$ cat config.mk
export PLATFORM = sky130hd
export DESIGN_NAME = qspi_fetch_arbiter
export DESIGN_NICKNAME = d
export VERILOG_FILES = /design/src/rtl/qspi_fetch_pkg.sv /design/src/rtl/qspi_fetch_arbiter_rr_arb2.sv /design/src/rtl/qspi_fetch_arbiter.sv
export SDC_FILE = /design/constraint.sdc
export NUM_CORES = 1
export LEC_CHECK = 0
export BUFFER_PORTS_ARGS = -buffer_cell sky130_fd_sc_hd__buf_2
export CAP_MARGIN = 0
export CORE_MARGIN = 4
export CORE_UTILIZATION = 30
export DETAILED_ROUTE_END_ITERATION = 16
export PLACE_DENSITY = 0.59
export SLEW_MARGIN = 0
export SYNTH_ARGS = -nofsm -noshare
export SYNTH_HDL_FRONTEND = slang
export SYNTH_SLANG_ARGS = --single-unit
$ cat constraint.sdc
create_clock -name wb_clk_i -period 2.5 [get_ports wb_clk_i]
set_input_delay 0.5 -clock wb_clk_i [delete_from_list [all_inputs] [get_ports wb_clk_i]]
set_output_delay 0.5 -clock wb_clk_i [all_outputs]
set_load 0.02 [all_outputs]
$ cat src/rtl/qspi_fetch_pkg.sv
// Shared definitions for the QSPI fetch arbiter: sequencer states, phase
// lengths and address-nibble selection.
package qspi_fetch_pkg;

  typedef enum logic [2:0] {
    ST_IDLE,
    ST_CS_HI,
    ST_ADDR,
    ST_MODE,
    ST_DUMMY,
    ST_DATA,
    ST_ACK
  } state_t;

  localparam int ADDR_NIBBLES = 6;
  localparam int MODE_NIBBLES = 2;
  localparam int DATA_NIBBLES = 2;

  localparam logic [7:0] DEFAULT_MODE_BYTE = 8'hA5;

  // The flash takes a 24-bit address; only the low 12 bits are ever non-zero.
  function automatic logic [3:0] addr_nibble(input logic [11:0] addr, input logic [2:0] idx);
    logic [3:0] nib;
    case (idx)
      3'd3:    nib = addr[11:8];
      3'd4:    nib = addr[7:4];
      3'd5:    nib = addr[3:0];
      default: nib = 4'h0;
    endcase
    return nib;
  endfunction

endpackage

$ cat src/rtl/qspi_fetch_arbiter_rr_arb2.sv
// Two-way round-robin selector: on a tie the port not granted last wins.
module qspi_rr_arb2 (
  input  logic       wb_clk_i,
  input  logic       rst_n,
  input  logic       req0,
  input  logic       req1,
  input  logic       update,
  output logic [1:0] grant
);

  // 1 = port 1 received the most recent grant
  logic last_reg;

  always_comb begin
    grant = 2'b00;
    if (req0 && (!req1 || last_reg)) begin
      grant = 2'b01;
    end else if (req1) begin
      grant = 2'b10;
    end
  end

  always_ff @(posedge wb_clk_i) begin
    if (!rst_n) begin
      last_reg <= 1'b1;
    end else if (update) begin
      last_reg <= grant[1];
    end
  end

endmodule

$ cat src/rtl/qspi_fetch_arbiter.sv
// Two-port QSPI flash fetch arbiter with continuous-read streaming: consecutive
// addresses are served by clocking out the next byte without a new command.
module qspi_fetch_arbiter
  import qspi_fetch_pkg::*;
#(
  parameter logic [7:0] MODE_BYTE  = DEFAULT_MODE_BYTE,
  parameter int         DUMMY_CLKS = 4
) (
  input  logic        wb_clk_i,
  input  logic        rst_n,
  input  logic        init_done,
  input  logic        req0,
  input  logic        req1,
  input  logic [11:0] addr0,
  input  logic [11:0] addr1,
  output logic        ack0,
  output logic        ack1,
  output logic [5:0]  rdata,
  output logic        cs_n,
  output logic        sclk,
  output logic [3:0]  dq_out,
  output logic [3:0]  dq_oeb,
  input  logic [3:0]  dq_in
);

  state_t      state_reg, state_next;
  logic [7:0]  cnt_reg;
  logic        phase_reg;
  logic        sel_reg;
  logic [11:0] addr_reg;
  logic [11:0] last_addr_reg;
  logic        seq_valid_reg;
  logic        stream_open_reg;
  logic [5:0]  data_reg;
  logic [5:0]  rdata_reg;

  logic [1:0]  grant;
  logic        update;
  logic [11:0] pick_addr;
  logic        seq_hit;
  logic        pulse_state;
  logic        last_pulse;
  logic [7:0]  pulse_limit;

  qspi_rr_arb2 u_arb (
    .wb_clk_i (wb_clk_i),
    .rst_n    (rst_n),
    .req0     (req0),
    .req1     (req1),
    .update   (update),
    .grant    (grant)
  );

  assign update    = (state_reg == ST_IDLE) && init_done && (grant != 2'b00);
  assign pick_addr = grant[1] ? addr1 : addr0;
  // 13-bit compare so that 12'hFFF -> 12'h000 never counts as sequential
  assign seq_hit   = seq_valid_reg &&
                     ({1'b0, pick_addr} == ({1'b0, last_addr_reg} + 13'd1));

  assign pulse_state = state_reg inside {ST_ADDR, ST_MODE, ST_DUMMY, ST_DATA};

  always_comb begin
    pulse_limit = 8'd0;
    case (state_reg)
      ST_ADDR:  pulse_limit = 8'(ADDR_NIBBLES - 1);
      ST_MODE:  pulse_limit = 8'(MODE_NIBBLES - 1);
      ST_DUMMY: pulse_limit = 8'(DUMMY_CLKS - 1);
      ST_DATA:  pulse_limit = 8'(DATA_NIBBLES - 1);
      default:  pulse_limit = 8'd0;
    endcase
  end

  assign last_pulse = pulse_state && phase_reg && (cnt_reg == pulse_limit);

  always_ff @(posedge wb_clk_i) begin
    if (!rst_n) begin
      state_reg <= ST_IDLE;
    end else begin
      state_reg <= state_next;
    end
  end

  always_comb begin
    state_next = state_reg;
    case (state_reg)
      ST_IDLE:  if (update) state_next = seq_hit ? ST_DATA : ST_CS_HI;
      ST_CS_HI: state_next = ST_ADDR;
      ST_ADDR:  if (last_pulse) state_next = ST_MODE;
      ST_MODE:  if (last_pulse) state_next = ST_DUMMY;
      ST_DUMMY: if (last_pulse) state_next = ST_DATA;
      ST_DATA:  if (last_pulse) state_next = ST_ACK;
      ST_ACK:   state_next = ST_IDLE;
      default:  state_next = ST_IDLE;
    endcase
  end

  // Each SCLK pulse is a low cycle followed by a high cycle; the pulse count
  // advances when the high cycle ends, so dq_out only moves while sclk is low.
  always_ff @(posedge wb_clk_i) begin
    if (!rst_n) begin
      cnt_reg         <= 8'd0;
      phase_reg       <= 1'b0;
      sel_reg         <= 1'b0;
      addr_reg        <= 12'h000;
      last_addr_reg   <= 12'h000;
      seq_valid_reg   <= 1'b0;
      stream_open_reg <= 1'b0;
      data_reg        <= 6'd0;
      rdata_reg       <= 6'd0;
    end else begin
      if (pulse_state && !last_pulse) begin
        phase_reg <= !phase_reg;
        if (phase_reg) begin
          cnt_reg <= cnt_reg + 8'd1;
        end
      end else begin
        phase_reg <= 1'b0;
        cnt_reg   <= 8'd0;
      end

      if (update) begin
        sel_reg  <= grant[1];
        addr_reg <= pick_addr;
      end

      if (state_reg == ST_CS_HI) begin
        stream_open_reg <= 1'b1;
      end

      // Capture on the edge that raises sclk
      if (state_reg == ST_DATA && !phase_reg) begin
        if (cnt_reg == 8'd0) begin
          data_reg[5:4] <= dq_in[1:0];
        end else begin
          data_reg[3:0] <= dq_in;
        end
      end

      if (state_reg == ST_DATA && last_pulse) begin
        rdata_reg <= data_reg;
      end

      if (state_reg == ST_ACK) begin
        last_addr_reg <= addr_reg;
        seq_valid_reg <= 1'b1;
      end else if (state_reg == ST_IDLE && !init_done) begin
        seq_valid_reg <= 1'b0;
      end
    end
  end

  always_comb begin
    cs_n   = 1'b0;
    dq_oeb = 4'hF;
    dq_out = 4'h0;
    ack0   = 1'b0;
    ack1   = 1'b0;
    case (state_reg)
      ST_IDLE:  cs_n = !stream_open_reg;
      ST_CS_HI: cs_n = 1'b1;
      ST_ADDR: begin
        dq_oeb = 4'h0;
        dq_out = addr_nibble(addr_reg, cnt_reg[2:0]);
      end
      ST_MODE: begin
        dq_oeb = 4'h0;
        dq_out = (cnt_reg == 8'd0) ? MODE_BYTE[7:4] : MODE_BYTE[3:0];
      end
      ST_ACK: begin
        ack0 = !sel_reg;
        ack1 = sel_reg;
      end
      default: ;
    endcase
  end

  assign sclk  = phase_reg;
  assign rdata = rdata_reg;

endmodule

==> flow_summary.json, run 1 <==
{
  "status": "complete, no violations",
  "grt.total_usage": 0.121,
  "avgSynthCellArea_um2": 8.78,
  "p_leak_nw": 1.31,
  "grt_max_degree": 28,
  "worstPathMaxFanout": 6,
  "ir_worst_vdd_mv": 0.503,
  "p_sw_frac": 0.353,
  "netlist_area_um2": 2780,
  "drt-total-wl_mm": 6.42,
  "fin_tns_setup_ns": 0,
  "ys.flop_type": "dfxtp_1",
  "maxCapViolations": 0,
  "die_w_um": 104,
  "cts_tree": "built",
  "rr_worst_depth": 7,
  "syn_nets": 354,
  "die_h_um": 104,
  "synthMuxAreaShare": 0.0978,
  "startpoint_type": "flip-flop",
  "postCtsSetupRepairBufs": 0,
  "vias": 2320,
  "final.min_clock_period_ns": 2.36,
  "syn_inst": 316,
  "htreeDepth": 2,
  "area_growth_pct": 17.0,
  "antenna_found_initial": 0,
  "hold_depth": 3,
  "combPwrFrac": 0.301,
  "finalClockSkew_ns": 0.00901,
  "vias_per_cell": 4.93,
  "worstSetupPathType": "reg -> out",
  "async_flop_share": 0,
  "critical_path.top_delay_family": "compound AO/OA/AOI/OAI gates",
  "layout.nets": 400,
  "required_ns": 2.00,
  "synth_cell_type_count": 47,
  "tightest_slew_ns": 0.493,
  "io_buffers": 50,
  "cts_sinks": 52,
  "rsz0062_at_grt": "no",
  "max_freq_ghz": 0.424,
  "grt_pass1_vias": 2212,
  "arrival_ns": 1.86,
  "yosys.area_share.simple": 0.233,
  "intPower_mw": 1.43,
  "cellPowerDensity_nw_per_um2": 679,
  "wl_met2_mm": 2.88,
  "synth-seq-area-share": 0.375,
  "cts.clk_slew.worst_paths_ns": 0.09,
  "seqPwrFrac": 0.477,
  "clock-root-buffer": "clkbuf_8",
  "synthAdderAreaFrac": 0.0225,
  "path_cells": "inv_1, ha_1, and2_1, a222oi_1, o22ai_1, buf_2",
  "insertion_delay_ns": 0.30,
  "met3WireLength_um": 343,
  "grt_pass1_wl_mm": 10.9,
  "drtIter0Drc": 93,
  "cp_slowest_cell": "dfxtp_2",
  "ios": 51,
  "drc": 0,
  "finalCritPeriodShare": 0.943,
  "dpl.hpwl_mm": 5.01,
  "synth_edf_count": 0,
  "synth-seq-cells": 52,
  "cp.depth": 6,
  "numCtsBuffers": 5,
  "antennaDiodeCount": 0,
  "slew_headroom": 0.671,
  "drt_pass1_iterations": 6,
  "clock_path_buffers": 2,
  "gp_congestion": 0.810,
  "overflow": 0,
  "post_synth_xor_area_fraction": 0.0784,
  "wl_met1_mm": 3.15,
  "p_switching_uw": 778,
  "clkPwrFrac": 0.222,
  "max_stage_delay_ns": 0.39,
  "drive_gt1_frac": 0.209,
  "placed_cells": 463,
  "drv_slew": 0,
  "critical_path_buf_inv_count": 2,
  "ys_warn_count": 0,
  "hp-class": "in -> reg",
  "synth_top_family_by_area": "simple AND/OR/NAND/NOR gates",
  "fin_worst_hold_slack_ns": 0.458,
  "end_kind": "primary output",
  "initial_core_util": 0.314,
  "synth_compound_area_frac": 0.157,
  "die_area_um2": 10900,
  "setup_viol": 0,
  "stdcell_count": 471,
  "drtAntennaViolNets": 0,
  "rows": 34,
  "wl_per_cell_um": 13.6,
  "top_layer_used": "met4",
  "fp.coreArea_um2": 8850,
  "hold_viol_final": 0
}
## worst paths after layout
kind | slack [ns] | endpoint | start
worst max-delay path | 0.14 | dq_out[3] | cnt_reg[0]
worst min-delay path | 0.46 | data_reg[3] | dq_in[3]
worst max register to register | 0.36 | state_reg[2] | last_addr_reg[0]
worst min register to register | 0.48 | last_addr_reg[8] | addr_reg[8]
## cells by family (layout without fill, tap and decap cells)
kind of cell,Yosys count,in the layout
compound gates,55,55
fa+ha+maj,5,5
buf+inv,22,69
flops,52,52
xor+xnor,24,24
simple gates,131,131
mux,27,27
## per-layer routing
metal,vias up,track usage
li1,1193,-
met1,1066,0.163
met2,57,0.195
met3,4,0.0310
met4,0,0.0247
met5,-,0
## stage by stage
| stage | total power [mW] | util | instance area (um^2) | worst slack (ns) |
|---|---|---|---|---|
| 6_report | 2.21 | 0.367 | 3250 | 0.141 |
| 5_1_grt | 2.37 | 0.367 | 3250 | 0.0377 |
| 4_1_cts | 2.23 | 0.367 | 3240 | 0.0539 |
| 3_5_place_dp | 1.74 | 0.356 | 3150 | 0.255 |
| 3_3_place_gp | 1.73 | 0.356 | 3150 | 0.313 |
| 2_1_floorplan | 1.55 | - | 2780 | 0.444 |
## power groups by stage
stage	clock network (mW)	logic, mW	registers [mW]
floorplan	0	0.552	0.995
global placement	0	0.661	1.07
detailed placement	0	0.666	1.07
CTS	0.502	0.671	1.05
global route	0.546	0.746	1.07
finish	0.489	0.664	1.05
## timing repair
item / 4_1_cts / 5_1_grt
setup endpoints to repair: 0 / 4
hold buffers: 0 / 0
gates resized for setup: 0 / 3
## synth_stat cells (6+ instances only)
cell type | count | area (um^2)
dfxtp_1 | 52 | 1040
nand2_1 | 52 | 195
mux2i_1 | 26 | 260
nor2_1 | 23 | 86.3
xnor2_1 | 17 | 149
a21boi_1 | 15 | 113
nor2b_1 | 14 | 87.6
clkbuf_1 | 13 | 48.8
o211a_1 | 12 | 120
nand3_1 | 8 | 40.0
nand4_1 | 6 | 37.5
xor2_1 | 6 | 52.6
## cells in the final DEF, fill, tap and decap left out, drive strengths merged, types with 3 or more instances in the layout
cell	netlist	final
a21boi	17	17
a21oi	5	5
a222oi	4	4
and2	3	3
buf	5	57
clkbuf	13	7
dfxtp	52	52
ha	5	5
inv	4	4
mux2i	26	26
nand2	53	53
nand2b	4	4
nand3	8	8
nand4	6	6
nor2	23	23
nor2b	14	14
nor3	4	4
nor4	3	3
o211a	12	12
o21ai	6	6
o22ai	5	5
xnor2	17	17
xor2	7	7
## area by class of cell
cell class / instances / area (um^2)
clock inverters: 1 / 7.51
well taps: 108 / 135
inverters: 4 / 15.0
repair buffers: 57 / 315
clock buffers: 7 / 86.3
fillers: 912 / 5600
multi-input cells: 242 / 1640
flip-flops and latches: 52 / 1040
## worst register-to-register path, cell delays in order, from the launching register on
cell and delay, ns:
dfxtp_1 0.41, ha_1 0.23, nand2_1 0.10, or4_1 0.47
mux2_2 0.28, mux2i_1 0.14, a21oi_1 0.10, o41ai_2 0.33
(Power assumes the default switching activity.)
==> run 2, diff against run 1 <==
--- a/config.mk
+++ b/config.mk
@@ -7,7 +7,7 @@
 export LEC_CHECK = 0
 export BUFFER_PORTS_ARGS = -buffer_cell sky130_fd_sc_hd__buf_2
 export CAP_MARGIN = 0
-export CORE_MARGIN = 4
+export CORE_MARGIN = 3
 export CORE_UTILIZATION = 30
 export DETAILED_ROUTE_END_ITERATION = 16
 export PLACE_DENSITY = 0.59
==> flow_summary.json, run 2 (synthesis results as in run 1) <==
{
  "rows": 34,
  "grt_pass1_wl_mm": 10.8,
  "fin_worst_hold_slack_ns": 0.457,
  "status": "complete, no violations",
  "max_stage_delay_ns": 0.38,
  "drc": 0,
  "tightest_slew_ns": 0.505,
  "startpoint_type": "flip-flop",
  "antenna_found_initial": 0,
  "p_sw_frac": 0.363,
  "arrival_ns": 1.87,
  "combPwrFrac": 0.314,
  "drt_pass1_iterations": 5,
  "fin_tns_setup_ns": 0,
  "clkPwrFrac": 0.217,
  "dpl.hpwl_mm": 5.13,
  "final.min_clock_period_ns": 2.37,
  "setup_viol": 0,
  "maxCapViolations": 0,
  "worstPathMaxFanout": 6,
  "vias": 2368,
  "drtAntennaViolNets": 0,
  "finalCritPeriodShare": 0.948,
  "initial_core_util": 0.314,
  "postLayoutCoreUtil": 0.369,
  "p_leak_nw": 1.33,
  "antennaDiodeCount": 0,
  "critical_path.top_delay_family": "compound AO/OA/AOI/OAI gates",
  "grt_max_degree": 28,
  "end_kind": "primary output",
  "drv_slew": 0,
  "max_freq_ghz": 0.422,
  "overflow": 0,
  "wl_per_cell_um": 14.1,
  "cp_slowest_cell": "dfxtp_4",
  "gp_congestion": 0.834,
  "required_ns": 2.00,
  "drt-total-wl_mm": 6.71,
  "intPower_mw": 1.41,
  "area_growth_pct": 17.5,
  "cts_tree": "built",
  "ir_worst_vdd_mv": 0.373,
  "cts_sinks": 52,
  "worstSetupPathType": "reg -> out",
  "mostFrequentLayoutCells": "nand2_1 (52), buf_2 (50), dfxtp_1 (49)",
  "layout.nets": 403,
  "io_buffers": 50,
  "drtIter0Drc": 89,
  "finalClockSkew_ns": 0.0130,
  "die_w_um": 102,
  "die_area_um2": 10400,
  "die_h_um": 102,
  "critical_path_buf_inv_count": 1,
  "p_switching_uw": 800,
  "slew_headroom": 0.661,
  "htreeDepth": 2,
  "clock-root-buffer": "clkbuf_8",
  "vias_per_cell": 5.00,
  "cts_hold_buf": 0,
  "cellPowerDensity_nw_per_um2": 676,
  "drive_gt1_frac": 0.221,
  "hp-class": "in -> reg",
  "grt_pass1_vias": 2223,
  "hold_viol_final": 0,
  "worst_path_most_repeated_cell": "ha_1",
  "path_cells": "ha_1, ha_1, a222oi_1, o22ai_1, buf_2",
  "seqPwrFrac": 0.469,
  "final.fill_count": 930,
  "fp.coreArea_um2": 8850,
  "cts.clk_slew.worst_paths_ns": 0.10,
  "numCtsBuffers": 5,
  "insertion_delay_ns": 0.31,
  "clock_path_buffers": 2,
  "rsz0062_at_grt": "no",
  "grt.total_usage": 0.130,
  "ios": 51,
  "final_common_cell": "nand2_1"
}
-- run 2: tightest hold or removal path, cell delays in order --
cell and delay [ns]:
buf_2 0.08, mux2i_1 0.06, nor2b_1 0.10
-- run 2: metal layers --
metal	vias to the layer above	global-route usage	wire (um)	share of wire
met5	-	0	0	0
met4	0	0.0343	57	0.0085
met3	5	0.0273	335	0.050
met2	59	0.214	3130	0.47
met1	1104	0.173	3180	0.47
li1	1200	-	-	-
-- run 2: layout make-up --
class,instances,area (um^2),area share
inverter,4,15.0,0.00460
sequential,52,1050,0.322
timing repair buffer,60,325,0.0997
clock inverter,3,21.3,0.00652
tap,108,135,0.0414
clock buffer,5,68.8,0.0211
multi-input combinational,242,1650,0.505
-- run 2: final timing paths --
kind	slack [ns]	endpoint	cells after the start	start
setup / recovery	0.13	dq_out[2]	5	cnt_reg[0]
hold / removal	0.46	data_reg[2]	3	dq_in[2]
setup reg to reg	0.32	state_reg[2]	7	last_addr_reg[0]
hold reg to reg	0.48	last_addr_reg[8]	2	addr_reg[8]
-- run 2: power groups by stage --
stage / Combinational [mW] / Sequential, mW / Clock [mW]
2_1_floorplan: 0.552 / 0.995 / 0
5_1_grt: 0.769 / 1.05 / 0.530
4_1_cts: 0.698 / 1.04 / 0.501
3_5_place_dp: 0.693 / 1.06 / 0
6_report: 0.693 / 1.04 / 0.478
3_3_place_gp: 0.689 / 1.05 / 0
-- run 2: through the flow --
stage / instances / setup slack [ns] / power (mW) / area, um^2
5_1_grt: 474 / 0.0225 / 2.35 / 3260
3_5_place_dp: 466 / 0.171 / 1.75 / 3160
2_1_floorplan: 316 / 0.444 / 1.55 / 2780
4_1_cts: 474 / 0.0108 / 2.24 / 3250
6_report: 474 / 0.131 / 2.21 / 3260
3_3_place_gp: 466 / 0.262 / 1.74 / 3160
-- run 2: timing repair --
action	CTS	global route
setup endpoints to repair	1	4
resized for setup	2	4
pin swaps	0	2
buffers inserted	0	0
